<file path="config.mk">
export PLATFORM = sky130hd
export DESIGN_NAME = isp_wb_gain
export DESIGN_NICKNAME = d
export VERILOG_FILES = /design/src/rtl/isp_pkg.sv /design/src/rtl/isp_wb_chan.sv /design/src/rtl/isp_wb_gain.sv
export SDC_FILE = /design/constraint.sdc
export NUM_CORES = 1
export LEC_CHECK = 0
export BUFFER_PORTS_ARGS = -buffer_cell sky130_fd_sc_hd__buf_2
export CAP_MARGIN = 20
export CELL_PAD_IN_SITES_DETAIL_PLACEMENT = 0
export CELL_PAD_IN_SITES_GLOBAL_PLACEMENT = 1
export CORE_MARGIN = 10
export CORE_UTILIZATION = 35
export CTS_CLUSTER_DIAMETER = 120
export CTS_CLUSTER_SIZE = 40
export DETAILED_ROUTE_END_ITERATION = 7
export GPL_ROUTABILITY_DRIVEN = 0
export PLACE_DENSITY_LB_ADDON = 0.15
export SYNTH_ARGS = -nofsm -noshare
export SYNTH_HDL_FRONTEND = slang
export SYNTH_SLANG_ARGS = --single-unit
</file>
<file path="constraint.sdc">
create_clock -name pclk -period 9 [get_ports pclk]
set_input_delay 0.9 -clock pclk [delete_from_list [all_inputs] [get_ports pclk]]
set_output_delay 0.9 -clock pclk [all_outputs]
set_load 0.01 [all_outputs]
</file>
<file path="src/rtl/isp_pkg.sv">
// Shared constants and arithmetic helpers for the ISP pixel stages.
package isp_pkg;

  // Pixel latency from in_* to out_* in clock cycles.
  localparam int ISP_WB_LAT = 3;

  // Unity gain in the default Q4.8 gain format.
  localparam int ISP_UNITY_GAIN_Q8 = 256;

  // Unity gain for an arbitrary number of fractional bits.
  function automatic logic [31:0] isp_unity(input int frac);
    return 32'd1 << frac;
  endfunction

  // Round-half-up a fixed-point product by frac bits, then clamp to an unsigned bits-wide result.
  function automatic logic [31:0] isp_round_sat(input logic [31:0] p, input int frac, input int bits);
    logic [31:0] rnd;
    logic [31:0] q;
    logic [31:0] maxv;
    rnd  = (frac > 0) ? (32'd1 << (frac - 1)) : 32'd0;
    q    = (p + rnd) >> frac;
    maxv = (32'd1 << bits) - 32'd1;
    return (q > maxv) ? maxv : q;
  endfunction

endpackage

</file>
<file path="src/rtl/isp_wb_chan.sv">
// One colour channel of the white-balance pipe: black-level subtract, gain, round/saturate.
// Active settings are latched with the pixel at S1 and travel with it, so a commit never
// affects pixels already in flight.
module isp_wb_chan
  import isp_pkg::*;
#(
  parameter int BITS      = 8,
  parameter int GAIN_BITS = 12,
  parameter int GAIN_FRAC = 8
) (
  input  logic                 pclk,
  input  logic                 rst,
  input  logic [BITS-1:0]      i_pix,
  input  logic [BITS-1:0]      i_blc,
  input  logic [GAIN_BITS-1:0] i_gain,
  input  logic                 i_bypass,
  input  logic                 i_href_s2,
  output logic [BITS-1:0]      o_pix
);

  localparam int PW = BITS + GAIN_BITS;

  logic [BITS-1:0]      r_c;
  logic [BITS-1:0]      r_raw1;
  logic [GAIN_BITS-1:0] r_gain1;
  logic                 r_byp1;

  logic [PW-1:0]        r_p;
  logic [BITS-1:0]      r_raw2;
  logic                 r_byp2;

  logic [BITS-1:0]      r_out;

  // S1: clamp-at-zero black level subtraction, capture the settings for this pixel.
  always_ff @(posedge pclk) begin
    if (rst) begin
      r_c     <= '0;
      r_raw1  <= '0;
      r_gain1 <= '0;
      r_byp1  <= 1'b0;
    end else begin
      r_c     <= (i_pix > i_blc) ? (i_pix - i_blc) : '0;
      r_raw1  <= i_pix;
      r_gain1 <= i_gain;
      r_byp1  <= i_bypass;
    end
  end

  // S2: full-precision unsigned product.
  always_ff @(posedge pclk) begin
    if (rst) begin
      r_p    <= '0;
      r_raw2 <= '0;
      r_byp2 <= 1'b0;
    end else begin
      r_p    <= {{GAIN_BITS{1'b0}}, r_c} * {{BITS{1'b0}}, r_gain1};
      r_raw2 <= r_raw1;
      r_byp2 <= r_byp1;
    end
  end

  // S3: round and saturate, or pass the raw pixel in bypass; blank outside the active line.
  always_ff @(posedge pclk) begin
    if (rst) begin
      r_out <= '0;
    end else if (!i_href_s2) begin
      r_out <= '0;
    end else if (r_byp2) begin
      r_out <= r_raw2;
    end else begin
      r_out <= BITS'(isp_round_sat(32'(r_p), GAIN_FRAC, BITS));
    end
  end

  assign o_pix = r_out;

endmodule

</file>
<file path="src/rtl/isp_wb_gain.sv">
// White-balance stage: shadowed configuration committed at frame start, three channel pipes,
// sync delay line and per-frame saturating R/G/B statistics for the AWB firmware.
module isp_wb_gain
  import isp_pkg::*;
#(
  parameter int BITS      = 8,
  parameter int GAIN_BITS = 12,
  parameter int GAIN_FRAC = 8,
  parameter int ACC_BITS  = 32
) (
  input  logic                 pclk,
  input  logic                 rst,
  input  logic [GAIN_BITS-1:0] cfg_gain_r,
  input  logic [GAIN_BITS-1:0] cfg_gain_g,
  input  logic [GAIN_BITS-1:0] cfg_gain_b,
  input  logic [BITS-1:0]      cfg_blc,
  input  logic                 cfg_bypass,
  input  logic                 cfg_update,
  output logic                 cfg_pending,
  input  logic                 in_href,
  input  logic                 in_vsync,
  input  logic [BITS-1:0]      in_r,
  input  logic [BITS-1:0]      in_g,
  input  logic [BITS-1:0]      in_b,
  output logic                 out_href,
  output logic                 out_vsync,
  output logic [BITS-1:0]      out_r,
  output logic [BITS-1:0]      out_g,
  output logic [BITS-1:0]      out_b,
  output logic [ACC_BITS-1:0]  stat_r,
  output logic [ACC_BITS-1:0]  stat_g,
  output logic [ACC_BITS-1:0]  stat_b,
  output logic                 stat_valid
);

  localparam logic [GAIN_BITS-1:0] UNITY = GAIN_BITS'(isp_unity(GAIN_FRAC));

  // Saturating accumulate; the statistic pins at full scale instead of wrapping.
  function automatic logic [ACC_BITS-1:0] sat_add(input logic [ACC_BITS-1:0] a,
                                                  input logic [BITS-1:0]     b);
    logic [ACC_BITS:0] s;
    s = {1'b0, a} + {{(ACC_BITS + 1 - BITS){1'b0}}, b};
    return s[ACC_BITS] ? '1 : s[ACC_BITS-1:0];
  endfunction

  logic                  r_vs_d;
  logic                  r_pending;
  logic [GAIN_BITS-1:0]  r_gain [3];
  logic [BITS-1:0]       r_blc;
  logic                  r_bypass;

  logic [ISP_WB_LAT-1:0] r_href_d;
  logic [ISP_WB_LAT-1:0] r_vs_pipe;

  logic                  r_ovs_d;
  logic [ACC_BITS-1:0]   r_acc  [3];
  logic [ACC_BITS-1:0]   r_stat [3];
  logic                  r_stat_vld;

  logic                  w_edge;
  logic                  w_commit;
  logic                  w_oedge;
  logic [BITS-1:0]       w_in       [3];
  logic [GAIN_BITS-1:0]  w_cfg_gain [3];
  logic [BITS-1:0]       w_pix      [3];

  assign w_in[0]       = in_r;
  assign w_in[1]       = in_g;
  assign w_in[2]       = in_b;
  assign w_cfg_gain[0] = cfg_gain_r;
  assign w_cfg_gain[1] = cfg_gain_g;
  assign w_cfg_gain[2] = cfg_gain_b;

  // A commit happens on a frame edge if armed earlier or armed on that very cycle.
  assign w_edge   = in_vsync & ~r_vs_d;
  assign w_commit = w_edge & (r_pending | cfg_update);

  // Shadow configuration: arm on cfg_update, copy staged values at the frame boundary.
  always_ff @(posedge pclk) begin
    if (rst) begin
      r_vs_d    <= 1'b0;
      r_pending <= 1'b0;
      r_blc     <= '0;
      r_bypass  <= 1'b0;
      for (int i = 0; i < 3; i++) r_gain[i] <= UNITY;
    end else begin
      r_vs_d    <= in_vsync;
      r_pending <= w_edge ? 1'b0 : (r_pending | cfg_update);
      if (w_commit) begin
        r_blc    <= cfg_blc;
        r_bypass <= cfg_bypass;
        for (int i = 0; i < 3; i++) r_gain[i] <= w_cfg_gain[i];
      end
    end
  end

  // Sync delay line matching the pixel pipe depth.
  always_ff @(posedge pclk) begin
    if (rst) begin
      r_href_d  <= '0;
      r_vs_pipe <= '0;
    end else begin
      r_href_d  <= {r_href_d[ISP_WB_LAT-2:0], in_href};
      r_vs_pipe <= {r_vs_pipe[ISP_WB_LAT-2:0], in_vsync};
    end
  end

  for (genvar i = 0; i < 3; i++) begin : g_chan
    isp_wb_chan #(
      .BITS      (BITS),
      .GAIN_BITS (GAIN_BITS),
      .GAIN_FRAC (GAIN_FRAC)
    ) u_chan (
      .pclk      (pclk),
      .rst       (rst),
      .i_pix     (w_in[i]),
      .i_blc     (r_blc),
      .i_gain    (r_gain[i]),
      .i_bypass  (r_bypass),
      .i_href_s2 (r_href_d[ISP_WB_LAT-2]),
      .o_pix     (w_pix[i])
    );
  end

  assign out_href  = r_href_d[ISP_WB_LAT-1];
  assign out_vsync = r_vs_pipe[ISP_WB_LAT-1];
  assign out_r     = w_pix[0];
  assign out_g     = w_pix[1];
  assign out_b     = w_pix[2];

  // Frame edge as seen at the output side of the pipe.
  assign w_oedge = out_vsync & ~r_ovs_d;

  // Statistics: accumulate output pixels, publish and restart on each output frame edge.
  // A pixel coincident with the edge starts the new frame's sum.
  always_ff @(posedge pclk) begin
    if (rst) begin
      r_ovs_d    <= 1'b0;
      r_stat_vld <= 1'b0;
      for (int i = 0; i < 3; i++) begin
        r_acc[i]  <= '0;
        r_stat[i] <= '0;
      end
    end else begin
      r_ovs_d    <= out_vsync;
      r_stat_vld <= w_oedge;
      for (int i = 0; i < 3; i++) begin
        if (w_oedge) begin
          r_stat[i] <= r_acc[i];
          r_acc[i]  <= out_href ? ACC_BITS'(w_pix[i]) : '0;
        end else if (out_href) begin
          r_acc[i]  <= sat_add(r_acc[i], w_pix[i]);
        end
      end
    end
  end

  assign cfg_pending = r_pending;
  assign stat_r      = r_stat[0];
  assign stat_g      = r_stat[1];
  assign stat_b      = r_stat[2];
  assign stat_valid  = r_stat_vld;

endmodule

</file>
# Word-level counts from Yosys, hierarchy flattened

Memory sizes are Yosys's and may differ from the RTL's. A register that Yosys moved wholly into a read port is not among the register bits.
Cells that the tools add are included.

Flip-flop bits (word level): 177
Memory bits (writable): 228
Input bits: 74
Output and inout bits: 124
Memories: 3

Memory list:

| memory | words | width | rd ports | clocked after Yosys merged registers in | wr ports | line              | source |
|---|---|---|---|---|---|---|---|
| r_acc  | 3     | 32    | 3        | 0                                       | 3        | isp_wb_gain.sv:56 | `logic [ACC_BITS-1:0] r_acc [3];` |
| r_stat | 3     | 32    | 3        | 0                                       | 3        | isp_wb_gain.sv:57 | `logic [ACC_BITS-1:0] r_stat [3];` |
| r_gain | 3     | 12    | 3        | 3                                       | 3        | isp_wb_gain.sv:48 | `logic [GAIN_BITS-1:0] r_gain [3];` |

$add $sub $neg: 9
$mul: 3
Order comparisons: 6
Muxes and demuxes: 36
Bitwise logic cells: 22
Reduce and logical (&&, ||, !) cells: 5

Operators by type and width:

| cell                                                                   | number |
|---|---|
| 32-bit 2-to-1 mux                                                      | 12 |
| 32-bit by 8-bit adder with 33-bit output                               | 3 |
| 8-bit 2-to-1 mux                                                       | 9 |
| 20-bit by 8-bit adder with 21-bit output (second input constant)       | 3 |
| 8-bit by 12-bit multiplier with 20-bit output                          | 3 |
| 13-bit by 8-bit > comparator with 1-bit output (second input constant) | 3 |
| 12-bit 2-to-1 mux                                                      | 3 |
| 8-bit > comparator                                                     | 3 |
| 8-bit subtractor                                                       | 3 |
| 1-bit OR                                                               | 13 |
| 1-bit 2-to-1 mux                                                       | 12 |
| 2-bit OR reduction                                                     | 5 |
| 1-bit inverter                                                         | 6 |
| 1-bit bitwise AND                                                      | 3 |

# Logic depth before layout (Yosys ltp)

Gate-level depths: netlist of the first run.

Depth after elaboration: 7
Gate-level depth with buffers: 18
Depth with buffers taken out: 17

# Cells and area by module

From an unflattened synthesis of the first run, not the netlist that was laid out.

Cells, all modules: 2647
Area total of the unflattened synthesis: 27218.6 µm²

By module, submodules not included:

| module                          | times used | cells an instance | area an instance (µm²) |
|---|---|---|---|
| isp_wb_gain                     | 1          | 961               | 11913.9 |
| isp_wb_chan at g_chan[2].u_chan | 1          | 566               | 5124.9 |
| isp_wb_chan at g_chan[0].u_chan | 1          | 558               | 5098.6 |
| isp_wb_chan at g_chan[1].u_chan | 1          | 562               | 5081.1 |

# Least setup slack after synthesis of the first run

No wires, ideal clock.

Path type: reg2reg
Start point: reg g_chan[1].u_chan.r_c[6]
End point: reg g_chan[1].u_chan.r_p[19]
Library setup time: 121 ps
Arrival time: 4553 ps
Slack: 4326 ps
Cell stages (with the launch flop): 17
Path buffers: 1
Period minus slack after synthesis: 4674 ps
Cells stage by stage: dfxtp_1 > clkbuf_1 > and2_1 > fa_1 > fa_1 > fa_1 > inv_1 > fa_1 > inv_1 > ha_1 > a21oi_1 > a21oi_1 > or3_1 > o2111ai_1 > nand2_1 > a31oi_1 > mux2_2

Word-level cells in the longest chain between the ends: 1

Ends and longest elaborated chain:

| item                                          | line              | source |
|---|---|---|
| start: declaration                            | isp_wb_chan.sv:23 | `logic [BITS-1:0] r_c;` |
| start signal: assignment                      | isp_wb_chan.sv:42 | `r_c <= (i_pix > i_blc) ? (i_pix - i_blc) : '0;` |
| 8-bit by 12-bit multiplier with 20-bit output | isp_wb_chan.sv:56 | `r_p <= {{GAIN_BITS{1'b0}}, r_c} * {{BITS{1'b0}}, r_gain1};` |
| end signal: assignment                        | isp_wb_chan.sv:56 |  |
| end: declaration                              | isp_wb_chan.sv:28 | `logic [PW-1:0] r_p;` |

Every way passes these cells.
A chain may end at the register's enable or synchronous reset.

# Final worst setup path of the first run

Start point: reg g_chan[0].u_chan.r_c[6]
End point: reg g_chan[0].u_chan.r_p[18]

Word-level cells in the longest chain between the ends: 1

Ends and longest elaborated chain:

| item                                          | line |
|---|---|
| start: declaration                            | isp_wb_chan.sv:23 |
| start signal: assignment                      | isp_wb_chan.sv:42 |
| 8-bit by 12-bit multiplier with 20-bit output | isp_wb_chan.sv:56 |
| end signal: assignment                        | isp_wb_chan.sv:56 |
| end: declaration                              | isp_wb_chan.sv:28 |

Every way passes these cells.

==> out/qor.tcl, run 1 <==
set qor(detailed_place_hpwl_um) 48980
set qor(number_of_flops_mapped_to_enable_cells_by_yosys) 228
set qor(postSynthNetCount) 2924
set qor(viasPerCell) 4.754
set qor(ys.warnings.count) 0
set qor(tritoncts.num_buffers) 18
set qor(detailedRoute.firstPassIterationCount) 5
set qor(ctsHtreeMaxLevel) 1
set qor(most-common-layout-cells) {sky130_fd_sc_hd__and2_1, sky130_fd_sc_hd__inv_1, sky130_fd_sc_hd__edfxtp_1}
set qor(global_router_s_overall_resource_usage) 0.1465
set qor(buffer_ports.inserted) 197
set qor(number_of_global_route_vias_before_repair) 18084
set qor(finalHoldViolCount) 0
set qor(fillers) 7445
set qor(placeable_core_region_um2) 74320
set qor(routed_wire_per_std_cell_um) 17.47
set qor(area_delta_synth_final_pct) 10.35
set qor(critPathMaxStageDelay_ns) 0.59
set qor(fin_util) 0.3895
set qor(r2r_cells) 15
set qor(run_status) {finished, final reports clean}
set qor(grt_max_degree) 99
set qor(endpoint_kind) {flip-flop}
set qor(multi_input_combinational_cell_area_um2) 14150
set qor(routed_wl_um) 63540
set qor(grt_antenna_before_repair) 2
set qor(cts_post_setup_buffers_inserted) 0
set qor(tns_ns) 0
set qor(worst_ep_required_time_ns) 9.45
set qor(die_area_um2) 86300
set qor(first_iter_violations) 815
set qor(dr_total_vias) 17285
set qor(report.final.slew_viol_count) 0
set qor(slew_headroom) 0.3228
set qor(p_leak_nw) 12.88
set qor(cts_root_buf) {sky130_fd_sc_hd__clkbuf_16}
set qor(synth-seq-cells) 419
set qor(placementRows) 100
set qor(timing.rr.end) {g_chan[0].u_chan.r_p[18]$_SDFF_PP0_}
set qor(min_path_cells) 1
set qor(dominant_synthesized_flop_cell) {sky130_fd_sc_hd__edfxtp_1}
set qor(post_cts_resize_count) 0
set qor(globalRoute.totalOverflow) 0
set qor(initial_standard_cell_utilization_of_the_core) 0.3530
set qor(i_o_pins) 198
set qor(final.period_utilization) 0.5656
set qor(cts_tree) {done}
set qor(cts_hold_repair.buffers) 0
set qor(final_power_mw) 3.936
set qor(grt_pass1_wl_um) 102300
set qor(mappedNetlistArea_um2) 26230
set qor(finalCriticalPeriod_ns) 5.090
set qor(post_route_cells_drive_above_1_share) 0.1042
set qor(total_number_of_nets_in_the_final_design) 3074
set qor(synth_async_sr_flop_share) 0
set qor(worstSkewPairLatency_ns) 0.60
set qor(min_delay_worst_endpoint) {r_vs_pipe[2]$_SDFF_PP0_}
set qor(seq_area_frac_synth) 0.4067
set qor(cts_buffer_depth) 3
set qor(timing.hold.worst.start) {r_vs_pipe[1]$_SDFF_PP0_}
set qor(final_common_cell) {sky130_fd_sc_hd__and2_1}
set qor(startpoint_type) {flip-flop}
set qor(final_antenna_net_count) 0
set qor(power_per_cell_area_nw_per_um2) 136.0
set qor(die_height_um) 293.8
set qor(cts.sinks) 419
set qor(chip_width_um) 293.8
set qor(timing.hold.worst.class) {flip-flop to flip-flop}
set qor(rsz0062_at_grt) {no}
set qor(synth_area_per_cell_um2) 10.47
set qor(worst-r2r-setup-slack_ns) 3.91
set qor(worstPathArrival_ns) 5.54
set qor(worstSetupPathType) {flip-flop to flip-flop}
set qor(fin_hold_ws_ns) 0.4521
set qor(finClkSkew_ns) 0.03801
set qor(syn-instance-count) 2505
set qor(final-seq-area_um2) 10670
set qor(max-vdd-ir-drop_mv) 0.1308
set qor(worst_setup_hold_path_clk_slew_ns) 0.13
set qor(crit_path_frequent_cell) {sky130_fd_sc_hd__fa_1}
set qor(crit_slowest_cell) {sky130_fd_sc_hd__a221oi_1}
set qor(timing.critical_path.fanout_max) 12
set qor(post-route-drc-count) 0
set qor(r2r-start) {g_chan[0].u_chan.r_c[6]$_SDFF_PP0_}
set qor(max-cap-violations) 0
set qor(worst-slew-pin-transition_ns) 1.000
set qor(final-setup-viol-count) 0
set qor(timing.fmax_ghz) 0.1965
set qor(critical_path.cell_chain) {and2_1 -> fa_1 -> fa_1 -> fa_1 -> inv_1 -> fa_1 -> inv_1 -> ha_1 -> and3_1 -> o211a_1 -> a221oi_1 -> a2bb2oi_1 -> a21boi_0 -> xnor2_1 -> nor2_1}
set qor(synth_cell_type_count) 74
set qor(n_antenna_cell) 0
synthesized netlist by cell type (19+ instances only):
master / number / area (um^2)
sky130_fd_sc_hd__a21o_1: 32 / 240.2
sky130_fd_sc_hd__a21oi_1: 104 / 520.5
sky130_fd_sc_hd__a221oi_1: 26 / 227.7
sky130_fd_sc_hd__a31oi_1: 19 / 118.9
sky130_fd_sc_hd__and2_1: 372 / 2327
sky130_fd_sc_hd__and3_1: 32 / 200.2
sky130_fd_sc_hd__clkbuf_1: 69 / 259.0
sky130_fd_sc_hd__dfxtp_1: 191 / 3824
sky130_fd_sc_hd__edfxtp_1: 228 / 6847
sky130_fd_sc_hd__fa_1: 183 / 3664
sky130_fd_sc_hd__ha_1: 162 / 2027
sky130_fd_sc_hd__inv_1: 295 / 1107
sky130_fd_sc_hd__nand2_1: 116 / 435.4
sky130_fd_sc_hd__nand3_1: 40 / 200.2
sky130_fd_sc_hd__nor2_1: 124 / 465.5
sky130_fd_sc_hd__nor2b_1: 111 / 694.4
sky130_fd_sc_hd__nor3_1: 38 / 190.2
sky130_fd_sc_hd__o21ai_0: 46 / 230.2
sky130_fd_sc_hd__xnor2_1: 53 / 464.2
sky130_fd_sc_hd__xor2_1: 53 / 464.2
layout make-up:
| type | instances | area share |
|---|---|---|
| clock inverter | 11 | 0.007175 |
| timing repair buffer | 211 | 0.03838 |
| multi-input combinational | 1710 | 0.4890 |
| tap | 969 | 0.04188 |
| clock buffer | 21 | 0.01668 |
| sequential | 419 | 0.3686 |
| inverter | 295 | 0.03834 |
logic make-up (layout without fill, tap and decap cells):
kind of cell | count (synthesis) | count (layout) | synth area share
AOI/OAI and AO/OA | 328 | 328 | 0.08461
xor gates and xnor gates | 106 | 106 | 0.03539
adders and majority gates | 345 | 345 | 0.2169
buffers and inverters | 376 | 538 | 0.05432
DFF | 419 | 419 | 0.4067
muxes | 8 | 8 | 0.003243
and+or+nand+nor | 923 | 923 | 0.1988
sequential cells by signal, indices dropped and copies added, names as in the netlist, 24 cells and up:
register and cells:
g_chan.u_chan.r_p 39, g_chan.u_chan.r_c 24, r_gain 36, g_chan.u_chan.r_gain1 36, r_stat 96, g_chan.u_chan.o_pix 24, g_chan.u_chan.r_raw2 24, r_acc 96
g_chan.u_chan.r_raw1 24
how the worst max path moves through the flow:
| stage | from | to | slack [ns] | cells past startpoint |
|---|---|---|---|---|
| floorplan | g_chan[1].u_chan.r_c[6]$_SDFF_PP0_ | g_chan[1].u_chan.r_p[19]$_SDFF_PP0_ | 4.33 | 16 |
| global placement | g_chan[0].u_chan.r_c[6]$_SDFF_PP0_ | g_chan[0].u_chan.r_p[18]$_SDFF_PP0_ | 4.00 | 15 |
| detailed placement | g_chan[0].u_chan.r_c[6]$_SDFF_PP0_ | g_chan[0].u_chan.r_p[18]$_SDFF_PP0_ | 3.88 | 15 |
| CTS | g_chan[0].u_chan.r_c[6]$_SDFF_PP0_ | g_chan[0].u_chan.r_p[18]$_SDFF_PP0_ | 3.88 | 15 |
| global route | g_chan[0].u_chan.r_c[6]$_SDFF_PP0_ | g_chan[0].u_chan.r_p[18]$_SDFF_PP0_ | 3.60 | 15 |
| finish | g_chan[0].u_chan.r_c[6]$_SDFF_PP0_ | g_chan[0].u_chan.r_p[18]$_SDFF_PP0_ | 3.91 | 15 |
report_power, final:
group / internal (mW) / total [mW] / switching (mW)
clock network: 0.440 / 1.15 / 0.714
logic: 0.226 / 0.549 / 0.323
registers: 2.12 / 2.23 / 0.110
total: 2.79 / 3.94 / 1.15
critical path, delay by kind of cell (launching register included):
kind	cells	cell delay (ns)
fa+ha+maj	5	2.37
compound gates	4	1.28
flops	1	0.56
simple gates	3	0.48
xor+xnor	1	0.17
buf+inv	2	0.10
through the flow:
stage / instances / worst slack, ns / cell area, um^2
after floorplan: 2505 / 4.326 / 26230
after global placement: 3601 / 3.998 / 28220
after detailed placement: 3601 / 3.885 / 28220
after CTS: 3633 / 3.879 / 28910
after global routing: 3636 / 3.596 / 28950
final: 3636 / 3.910 / 28950
routing by layer:
| metal | GRT usage | part of all wire | up-vias |
|---|---|---|---|
| li1 | - | - | 8603 |
| met1 | 0.2054 | 0.49 | 8363 |
| met2 | 0.2377 | 0.45 | 280 |
| met3 | 0.02134 | 0.043 | 39 |
| met4 | 0.02927 | 0.018 | 0 |
| met5 | 0 | 0 | - |
No activity file was read; power rests on OpenSTA's default activity.
==> run 2, diff against run 1 <==
--- a/config.mk
+++ b/config.mk
@@ -5,6 +5,7 @@
 export SDC_FILE = /design/constraint.sdc
 export NUM_CORES = 1
 export LEC_CHECK = 0
+export ABC_AREA = 1
 export BUFFER_PORTS_ARGS = -buffer_cell sky130_fd_sc_hd__buf_2
 export CAP_MARGIN = 20
 export CELL_PAD_IN_SITES_DETAIL_PLACEMENT = 0
==> constraint.sdc (replaced) <==
create_clock -name pclk -period 5.2 [get_ports pclk]
set_input_delay 0.52 -clock pclk [delete_from_list [all_inputs] [get_ports pclk]]
set_output_delay 0.52 -clock pclk [all_outputs]
set_load 0.01 [all_outputs]
==> out/qor.tcl, run 2 <==
set qor(startpoint_type) {flip-flop}
set qor(finClkSkew_ns) 0.05027
set qor(max-vdd-ir-drop_mv) 0.2290
set qor(total_number_of_nets_in_the_final_design) 4372
set qor(final_cells) 5101
set qor(cts.sinks) 419
set qor(detailed_place_hpwl_um) 64060
set qor(cts_hold_repair.buffers) 0
set qor(cts_root_buf) {sky130_fd_sc_hd__clkbuf_16}
set qor(rsz0062_at_grt) {no}
set qor(worst_ep_required_time_ns) 5.67
set qor(number_of_flops_mapped_to_enable_cells_by_yosys) 228
set qor(mappedNetlistArea_um2) 29620
set qor(number_of_global_route_vias_before_repair) 22868
set qor(max-cap-violations) 0
set qor(tritoncts.num_buffers) 20
set qor(synth_cell_type_count) 54
set qor(initial_standard_cell_utilization_of_the_core) 0.3533
set qor(timing.hold.worst.class) {input pin to flip-flop}
set qor(worstPathArrival_ns) 4.87
set qor(layout_top_registers) {r_acc (96), r_stat (96), g_chan.u_chan.r_p (39)}
set qor(buffer_ports.inserted) 197
set qor(run_status) {finished, final reports clean}
set qor(ctsHtreeMaxLevel) 1
set qor(synth_top_cells_by_count) {sky130_fd_sc_hd__inv_1, sky130_fd_sc_hd__nand2_1, sky130_fd_sc_hd__nor2_1}
set qor(p_leak_nw) 17.88
set qor(n_antenna_cell) 0
set qor(i_o_pins) 198
set qor(dr_total_vias) 23009
set qor(ys.warnings.count) 0
set qor(final.period_utilization) 0.8455
set qor(post-route-drc-count) 0
set qor(first_iter_violations) 1350
set qor(netlist.top_cell.by_area) {sky130_fd_sc_hd__edfxtp_1}
set qor(placeable_core_region_um2) 83820
set qor(tns_ns) 0
set qor(yosysMostFrequentCell) {sky130_fd_sc_hd__inv_1}
set qor(cts_buffer_depth) 3
set qor(timing.critical_path.fanout_max) 12
set qor(cts_tree) {done}
set qor(grt_antenna_before_repair) 6
set qor(grt_pass1_wl_um) 128900
set qor(final_common_cell) {sky130_fd_sc_hd__inv_1}
set qor(postSynthNetCount) 4248
set qor(worstSetupPathType) {flip-flop to flip-flop}
set qor(globalRoute.totalOverflow) 0
set qor(die_area_um2) 96650
set qor(viasPerCell) 4.511
set qor(fraction_of_synthesized_cell_area_taken_by_the_top_area_cell_type) 0.2312
set qor(finalHoldViolCount) 0
set qor(die_height_um) 310.9
set qor(grt_max_degree) 86
set qor(final-setup-viol-count) 0
set qor(cts_post_setup_buffers_inserted) 0
set qor(routed_wl_um) 79580
set qor(routed_wire_per_std_cell_um) 15.60
set qor(synth.area.top_cells) {sky130_fd_sc_hd__edfxtp_1, sky130_fd_sc_hd__dfxtp_1, sky130_fd_sc_hd__fa_1}
set qor(post_cts_resize_count) 0
set qor(slew_headroom) 0.3112
set qor(dominant_synthesized_flop_cell) {sky130_fd_sc_hd__edfxtp_1}
set qor(seq_area_frac_synth) 0.3603
set qor(report.final.slew_viol_count) 0
set qor(chip_width_um) 310.9
set qor(most-common-layout-cells) {sky130_fd_sc_hd__inv_1, sky130_fd_sc_hd__nand2_1, sky130_fd_sc_hd__nor2_1}
set qor(area_delta_synth_final_pct) 9.396
set qor(synth_area_per_cell_um2) 7.735
set qor(synth_async_sr_flop_share) 0
set qor(timing.fmax_ghz) 0.2275
set qor(synth-seq-cells) 419
set qor(worstSkewPairLatency_ns) 0.63
set qor(global_router_s_overall_resource_usage) 0.1621
set qor(post_route_cells_drive_above_1_share) 0.08546
set qor(worst-slew-pin-transition_ns) 1.032
set qor(placed_cells_incl_taps) 5064
set qor(syn-instance-count) 3829
set qor(detailedRoute.firstPassIterationCount) 5
set qor(worst_setup_hold_path_clk_slew_ns) 0.15
set qor(finalCriticalPeriod_ns) 4.396
set qor(final_antenna_net_count) 0
set qor(endpoint_kind) {flip-flop}
set qor(power_per_cell_area_nw_per_um2) 223.6
set qor(placementRows) 106
## run 2: cell types whose count changed in the layout (fill, tap and decap cells not counted), moves of 39 or more
cell | previous run | this run
sky130_fd_sc_hd__and2_1 | 372 | 4
sky130_fd_sc_hd__inv_1 | 293 | 921
sky130_fd_sc_hd__nand2_1 | 115 | 852
sky130_fd_sc_hd__nand3_1 | 40 | 187
sky130_fd_sc_hd__nand4_1 | 14 | 53
sky130_fd_sc_hd__nor2_1 | 124 | 448
sky130_fd_sc_hd__nor2b_1 | 111 | 1
sky130_fd_sc_hd__xnor2_1 | 53 | 13
## run 2: final timing paths
check | from | to | slack [ns] | cells after the start
worst max register to register | g_chan[0].u_chan.r_c[7]$_SDFF_PP0_ | g_chan[0].u_chan.r_p[19]$_SDFF_PP0_ | 0.80 | 19
worst min register to register | r_vs_pipe[1]$_SDFF_PP0_ | r_vs_pipe[2]$_SDFF_PP0_ | 0.41 | 2
worst max-delay path | g_chan[0].u_chan.r_c[7]$_SDFF_PP0_ | g_chan[0].u_chan.r_p[19]$_SDFF_PP0_ | 0.80 | 19
worst min-delay path | in_href | r_href_d[0]$_SDFF_PP0_ | 0.09 | 3
## run 2: area by class of cell
| cell class | instances | area, um^2 |
|---|---|---|
| inverters | 936 | 3521 |
| clock inverters | 14 | 225.2 |
| clock buffers | 22 | 529.3 |
| flip-flops and latches | 419 | 10670 |
| well taps | 1134 | 1419 |
| fillers | 9065 | 51420 |
| multi-input cells | 2368 | 14950 |
| repair buffers | 208 | 1084 |
## run 2: cell families (layout without fill, tap and decap cells)
group           after synthesis  in the layout  share of synthesized area
fa+ha+maj                   345            345                     0.1921
compound gates              279            279                    0.05285
buf+inv                    1042           1180                     0.1353
flops                       419            419                     0.3603
xor+xnor                     51             51                    0.01508
simple gates               1693           1693                     0.2443
## run 2: worst max-delay path, cell delays in order, from the launching register on
cell and delay (ns):
sky130_fd_sc_hd__dfxtp_1 0.62, sky130_fd_sc_hd__nand2_1 0.15, sky130_fd_sc_hd__fa_1 0.53, sky130_fd_sc_hd__fa_1 0.54, sky130_fd_sc_hd__inv_1 0.05, sky130_fd_sc_hd__fa_1 0.53, sky130_fd_sc_hd__inv_1 0.05, sky130_fd_sc_hd__fa_1 0.52
sky130_fd_sc_hd__inv_1 0.04, sky130_fd_sc_hd__ha_1 0.35, sky130_fd_sc_hd__nand2_1 0.11, sky130_fd_sc_hd__inv_1 0.04, sky130_fd_sc_hd__a21boi_0 0.16, sky130_fd_sc_hd__nand2_1 0.16, sky130_fd_sc_hd__nand2_1 0.09, sky130_fd_sc_hd__nand2_1 0.09
sky130_fd_sc_hd__nand2_1 0.10, sky130_fd_sc_hd__nand3_1 0.06, sky130_fd_sc_hd__nand2_1 0.07, sky130_fd_sc_hd__nor2_1 0.04
## run 2: where the power goes
part	switching, mW	total (mW)	internal (mW)
logic	0.789	1.23	0.441
clock network	1.27	2.11	0.833
registers	0.226	3.91	3.68
total	2.29	7.24	4.96
## run 2: metal layers
layer	share of wire	global-route usage	routed length, um	up-vias
met5	0	0	0	-
met4	0.021	0.03261	1686	0
met3	0.038	0.02017	3005	55
met2	0.45	0.2628	35500	369
met1	0.49	0.2296	39390	10684
li1	-	-	-	11901
## run 2: through the flow
| stage | setup slack [ns] | hold slack (ns) | utilization | power, mW | area [um^2] |
|---|---|---|---|---|---|
| after floorplan | 1.063 | 0.3883 | - | 4.801 | 29620 |
| after global placement | 0.7931 | 0.3920 | 0.3773 | 5.234 | 31620 |
| after detailed placement | 0.8008 | 0.3947 | 0.3773 | 5.229 | 31620 |
| after CTS | 0.7938 | 0.04948 | 0.3863 | 7.379 | 32380 |
| after global routing | 0.3710 | 0.06319 | 0.3865 | 7.684 | 32400 |
| final | 0.8036 | 0.08807 | 0.3865 | 7.245 | 32400 |
